File: src/rtl/uart_tx_fifo.sv
// UART transmitter fed by a write FIFO.
// Frame width, parity and stop-bit count are set by parameters.
module uart_tx_fifo #(
   parameter int CLKS_PER_BIT = 20,
   parameter int DATA_BITS    = 8,
   parameter int DEPTH        = 16,
   parameter int PARITY       = 0,
   parameter int STOP_BITS    = 1
) (
   input  logic                   clk,
   input  logic                   rst_n,
   input  logic                   wr_en,
   input  logic [DATA_BITS-1:0]   wr_data,
   output logic                   full,
   output logic                   empty,
   output logic [$clog2(DEPTH):0] count,
   output logic                   overflow,
   output logic                   busy,
   output logic                   TxD
);
   localparam int AW = $clog2(DEPTH);
   localparam int CW = AW + 1;
   localparam int BW = $clog2(CLKS_PER_BIT);
   localparam int NW = $clog2(DATA_BITS + 1);

   typedef enum logic [2:0] {IDLE, START, DATA, PAR, STOP} state_t;

   state_t               state, state_nx;
   logic [DATA_BITS-1:0] mem [DEPTH];
   logic [AW-1:0]        wr_ptr, rd_ptr;
   logic [CW-1:0]        count_nx;
   logic [BW-1:0]        baud;
   logic [NW-1:0]        bitn;
   logic [DATA_BITS-1:0] shreg;
   logic                 par_bit, line, push, pop;
   logic                 tick, last_data, last_stop;

   assign push      = wr_en && !full;
   assign tick      = baud == BW'(CLKS_PER_BIT - 1);
   assign last_data = bitn == NW'(DATA_BITS - 1);
   assign last_stop = bitn == NW'(STOP_BITS - 1);

   always_comb begin
      state_nx = state;
      line     = 1'b1;
      pop      = 1'b0;
      unique case (state)
         IDLE: if (!empty) begin
            pop      = 1'b1;
            state_nx = START;
         end
         START: begin
            line = 1'b0;
            if (tick) state_nx = DATA;
         end
         DATA: begin
            line = shreg[0];
            if (tick && last_data)
               state_nx = (PARITY != 0) ? PAR : STOP;
         end
         PAR: begin
            line = par_bit;
            if (tick) state_nx = STOP;
         end
         STOP: if (tick && last_stop) begin
            pop      = !empty;
            state_nx = empty ? IDLE : START;
         end
         default: state_nx = IDLE;
      endcase
   end

   always_comb begin
      count_nx = count;
      unique case ({push, pop})
         2'b10:   count_nx = count + CW'(1);
         2'b01:   count_nx = count - CW'(1);
         default: count_nx = count;
      endcase
   end

   always_ff @(posedge clk) begin
      if (!rst_n) begin
         wr_ptr   <= '0;
         rd_ptr   <= '0;
         count    <= '0;
         full     <= 1'b0;
         empty    <= 1'b1;
         overflow <= 1'b0;
      end else begin
         if (push) wr_ptr <= wr_ptr + AW'(1);
         if (pop) rd_ptr <= rd_ptr + AW'(1);
         count    <= count_nx;
         full     <= count_nx == CW'(DEPTH);
         empty    <= count_nx == '0;
         overflow <= wr_en && full;
      end
   end

   always_ff @(posedge clk) begin
      if (push) mem[wr_ptr] <= wr_data;
   end

   always_ff @(posedge clk) begin
      if (!rst_n) state <= IDLE;
      else        state <= state_nx;
   end

   // Line and busy are registered from the current state, so both
   // lag the FSM by one clock and stay aligned with each other.
   always_ff @(posedge clk) begin
      if (!rst_n) begin
         baud    <= '0;
         bitn    <= '0;
         shreg   <= '0;
         par_bit <= 1'b0;
         TxD     <= 1'b1;
         busy    <= 1'b0;
      end else begin
         TxD  <= line;
         busy <= state != IDLE;
         if (state == IDLE || tick) baud <= '0;
         else                       baud <= baud + BW'(1);
         if (tick) begin
            if ((state == DATA && !last_data) ||
                (state == STOP && !last_stop))
               bitn <= bitn + NW'(1);
            else
               bitn <= '0;
         end
         if (pop) begin
            shreg   <= mem[rd_ptr];
            par_bit <= (PARITY == 2) ? ~^mem[rd_ptr]
                                     : ^mem[rd_ptr];
         end else if (state == DATA && tick) begin
            shreg <= shreg >> 1;
         end
      end
   end
endmodule

File: config.mk
export PLATFORM = sky130hd
export DESIGN_NAME = uart_tx_fifo
export DESIGN_NICKNAME = d
export VERILOG_FILES = /design/src/rtl/uart_tx_fifo.sv
export SDC_FILE = /design/constraint.sdc
export NUM_CORES = 1
export LEC_CHECK = 0
export CAP_MARGIN = 20
export CORE_ASPECT_RATIO = 1.5
export CORE_MARGIN = 5
export CORE_UTILIZATION = 35
export DETAILED_ROUTE_END_ITERATION = 6
export PLACE_DENSITY_LB_ADDON = 0.1
export SKIP_CTS_REPAIR_TIMING = 1
export SLEW_MARGIN = 20
export SYNTH_ARGS = -nofsm -noshare
export SYNTH_HDL_FRONTEND = slang
export SYNTH_SLANG_ARGS = --single-unit
File: constraint.sdc
create_clock -name clk -period 2.8 [get_ports clk]
set_input_delay 0.7 -clock clk [delete_from_list [all_inputs] [get_ports clk]]
set_output_delay 0.7 -clock clk [all_outputs]
set_load 0.01 [all_outputs]
==> results of run 1 <==
-- cell families after synthesis --
| kind of cell | count (synthesis) |
|---|---|
| adder cells (fa/ha/maj) | 10 |
| multiplexers | 41 |
| buffers and inverters | 33 |
| AO/OA/AOI/OAI | 54 |
| XOR/XNOR | 22 |
| flip-flops | 171 |
| AND/OR/NAND/NOR | 117 |
-- metal layers --
layer | wire [um] | global-route usage [%]
met1 | 5654 | 14.63
met4 | 281 | 4.948
met5 | 0 | 0
met3 | 366 | 2.739
met2 | 8120 | 24.60
-- cell usage after synthesis (all sizes together), types with 2 or more instances --
| library cell | instances |
|---|---|
| edfxtp | 128 |
| dfxtp | 43 |
| nand2 | 34 |
| o32ai | 2 |
| nor3 | 9 |
| nor3b | 3 |
| a21oi | 8 |
| nand4 | 3 |
| nand2b | 5 |
| or3 | 2 |
| nor2 | 26 |
| clkbuf | 15 |
| mux4 | 32 |
| buf | 9 |
| nand3b | 2 |
| inv | 9 |
| xor2 | 8 |
| a21boi | 4 |
| and2 | 12 |
| nand3 | 4 |
| nor4 | 2 |
| o211a | 7 |
| o31ai | 2 |
| mux2i | 8 |
| and3 | 2 |
| a22oi | 14 |
| xnor2 | 14 |
| ha | 10 |
| nor2b | 9 |
| o21ai | 8 |
| a22o | 2 |
-- critical path, delay by kind of cell --
family | cells | cell delay [ns]
buffers and inverters | 2 | 0.23
adders and majority gates | 1 | 0.22
xor gates and xnor gates | 2 | 0.39
and+or+nand+nor | 4 | 0.83
muxes | 1 | 0.29
AOI/OAI and AO/OA | 2 | 0.33
-- state kept, by name, indices dropped and copies added (netlist names), named ones only --
name	flops
TxD	1
baud	5
bitn	4
busy	1
count	5
empty	1
full	1
mem	128
overflow	1
par_bit	1
rd_ptr	4
shreg	8
state	3
wr_ptr	4
-- where the power goes --
part | switching (mW) | leakage [nW] | internal, mW
clock | 1.07 | 0.307 | 1.37
combinational | 0.903 | 1.24 | 1.06
sequential | 0.156 | 1.51 | 2.91
-- how the worst max path moves through the flow --
stage          startpoint  slack, ns  cells after the start  endpoint
3_3_place_gp        wr_en      -0.47                     12      full
3_5_place_dp        wr_en      -0.55                     12      full
5_1_grt           baud[1]      -0.07                     13      full
6_report            wr_en       0.11                     12     empty
4_1_cts             wr_en      -0.11                     12      full
2_1_floorplan       wr_en      0.007                     11      full
-- final cells by class --
cell class / instances / area, um^2 / area share [%]
inverter: 9 / 33.78 / 0.3947
tap: 260 / 325.3 / 3.801
clock buffer: 17 / 425.4 / 4.970
clock inverter: 15 / 200.2 / 2.339
multi-input combinational: 244 / 2277 / 26.60
timing repair buffer: 69 / 588.1 / 6.870
sequential: 171 / 4710 / 55.02
-- per-stage QoR --
stage               TNS (ns)  total power, mW  setup slack, ns  utilization, %  hold WS [ns]
floorplan                  0            4.429         0.006660               -        0.4332
global placement      -1.495            4.997          -0.4744           39.39        0.4475
detailed placement    -1.667            5.022          -0.5470           39.39        0.4591
CTS                  -0.1140            7.488          -0.1140           42.55        0.4697
global route         -0.1343            7.882         -0.07137           43.26        0.4523
finish                     0            7.467           0.1108           43.26        0.4269
==> results.txt, run 1 <==
The run finished with clean final reports. Multiplexer cells account for 12.02% of the synthesized area. The worst setup path is launched from a primary input. The count of cells along the worst register-to-register path came out at 12. Across all layers, the routed design uses 3866 vias. The mean post-synth cell area came out at 15.64 um^2. The biggest fanout along the worst timing path is 3. The total count of hold-check failures in the final report came out at 0.

The synthesized netlist devotes 2.750% of its cell area to XOR and XNOR gates. The number of antenna diodes in the final layout is 0. Among all flip-flop cells after synthesis, the most frequent one is sky130_fd_sc_hd__edfxtp_1. The final clock skew is 0.008843 ns.

The total CTS buffers came out at 17. The capturing point of the worst reg2reg path is empty. The tightest min-delay check is of the register to register type. The main combinational cell family by area after synthesis is multiplexers. The number of different library cells in the post-synthesis netlist came out at 50. The post-synthesis sequential area ratio came out at 67.13%. The startpoint identified for the worst hold timing path is baud[0]. The clock passes through at most 2 buffers. After synthesis the netlist holds a flip-flop and latch count of 171. The top cell types in the final layout, fill and taps aside, are sky130_fd_sc_hd__edfxtp_1 (128), sky130_fd_sc_hd__buf_4 (47), sky130_fd_sc_hd__dfxtp_1 (39).

The first-pass iteration count of the detailed router is 4. The achievable frequency came out at 0.3719 GHz. The final standard cell area without fillers is 0.008559 mm^2.

The placement-stage cell area came out at 0.007794 mm^2. The die area came out at 0.02301 mm^2. The stage delay of the slowest cell on the critical path is 0.53 ns. The number of synthesized flops with an enable pin came out at 128.

The starting DRC count in detailed routing is 208. The worst-margin pin slew came out at 0.7952 ns. The number of cells produced by synthesis came out at 448. For this run, design rule violations remaining after detail routing come to 0. TritonCTS built the clock tree. The total routed wirelength is 14420 um. The leakage dissipation is 3.053 nW. In this run the number of H-tree levels came out at 4. The adder-cell area share of the yosys netlist came out at 1.785%. The worst hold path terminates at baud[0]. The number of placed instances with taps included is 746.

The headroom to the max-slew limit is 46.54%. The average wire per cell in the routed design is 18.37 um. The maximum number of pins on one net before global-route repair is 33. The final critical path time including I/O delays and setup came out at 2.689 ns. Across all register-to-register paths, the minimum setup slack is 0.14 ns. For the worst setup path, the data arrival time is 2.98 ns.

The number of filler instances in the final layout is 1776. The proportion of synthesized flip-flops having asynchronous set or reset is 0%. The number of antenna violations at the first check in global routing is 0. The simple logic cell fraction of the synthesized area came out at 8.427%. The width of the chip is 125.5 um.

The number of setup violations in the final report came out at 0. Power spread over the standard cell area amounts to 872.3 mW/mm^2. The final weighted congestion in routability-driven placement came out at 0.7033.

In the finished design, the share of the clock period the worst path needs comes to 96.04%. The total grt overflow came out at 0. The complex-gate fraction of the synthesized area came out at 5.713%. Dividing the detail-routed via count by the number of cells gives 4.925. The number of nets in the final layout came out at 533. The number of nets in the synthesized netlist came out at 469. The share of post-route cells with drive strength above 1 is 24.95%. At the worst endpoint, the required time is 3.09 ns.

The core region is 0.01979 mm^2. The max-capacitance violation count is 0. The number of global-route vias before repair came out at 4067. The count of boundary I/O pins came out at 21. The largest area contributor in the netlist is sky130_fd_sc_hd__edfxtp_1. Buffers placed on the I/O ports in this run total 20. The proportion of netlist area held by the largest area contributor came out at 54.85%. The maximum vdd ir drop came out at 0.4115 mV. Among all stages on the critical path, the largest delay is contributed by sky130_fd_sc_hd__or4_4. Leaving out fill and tap cells, the most frequent cell in the layout is sky130_fd_sc_hd__edfxtp_1. The reg-to-reg critical path startpoint is bitn[1]. Global routing consumed, over all layers together, 13.17% of the routing resources.

The mapped cell area came out at 0.007008 mm^2. The count of cells along the worst hold path came out at 1. The HPWL after detailed placement came out at 10050 um.

The worst setup path is captured at a register. Yosys printed 0 warnings. The CTS sink count is 171. The critical path goes through clkbuf_2 > nor2b_4 > or4_4 > nor2_4 > xor2_1 > ha_2 > nand3_2 > mux2_4 > o32ai_4 > xor2_1 > buf_4 > o31ai_1. The final antenna-violating net count came out at 0. The count of pins over their slew limit came to 0. The final non-filler cell total is 785.

The startpoint-to-endpoint class of the critical path is primary input to register. The initial standard-cell utilization of the core is 35.42%. CTS placed an instance of sky130_fd_sc_hd__clkbuf_16 at the clock tree root.

The wire length of the first global-routing pass came out at 22990 um. The worst-skew pair later-pin latency came out at 0.43 ns. The relative area change from synthesis to final layout is 22.14%. The die extent in y came out at 183.3 um. After clock tree synthesis, the clock-pin slew on the worst setup and hold paths is 0.07 ns. The most numerous cell type found on the critical path is sky130_fd_sc_hd__xor2_1. The count of standard-cell rows is 63. Sorting the synthesized cells by area gives the leading types as sky130_fd_sc_hd__edfxtp_1 (55%), sky130_fd_sc_hd__dfxtp_1 (12%), sky130_fd_sc_hd__mux4_2 (7.7%), sky130_fd_sc_hd__mux4_1 (3.0%), sky130_fd_sc_hd__nand2_1 (1.8%).
Power figures use the tool's default switching activity.
==> inputs of run 2 (changes only) <==
SLEW_MARGIN = 30   (was 20)
==> results of run 2 <==
Final layout, timing and power as in run 1 (identical DEF).
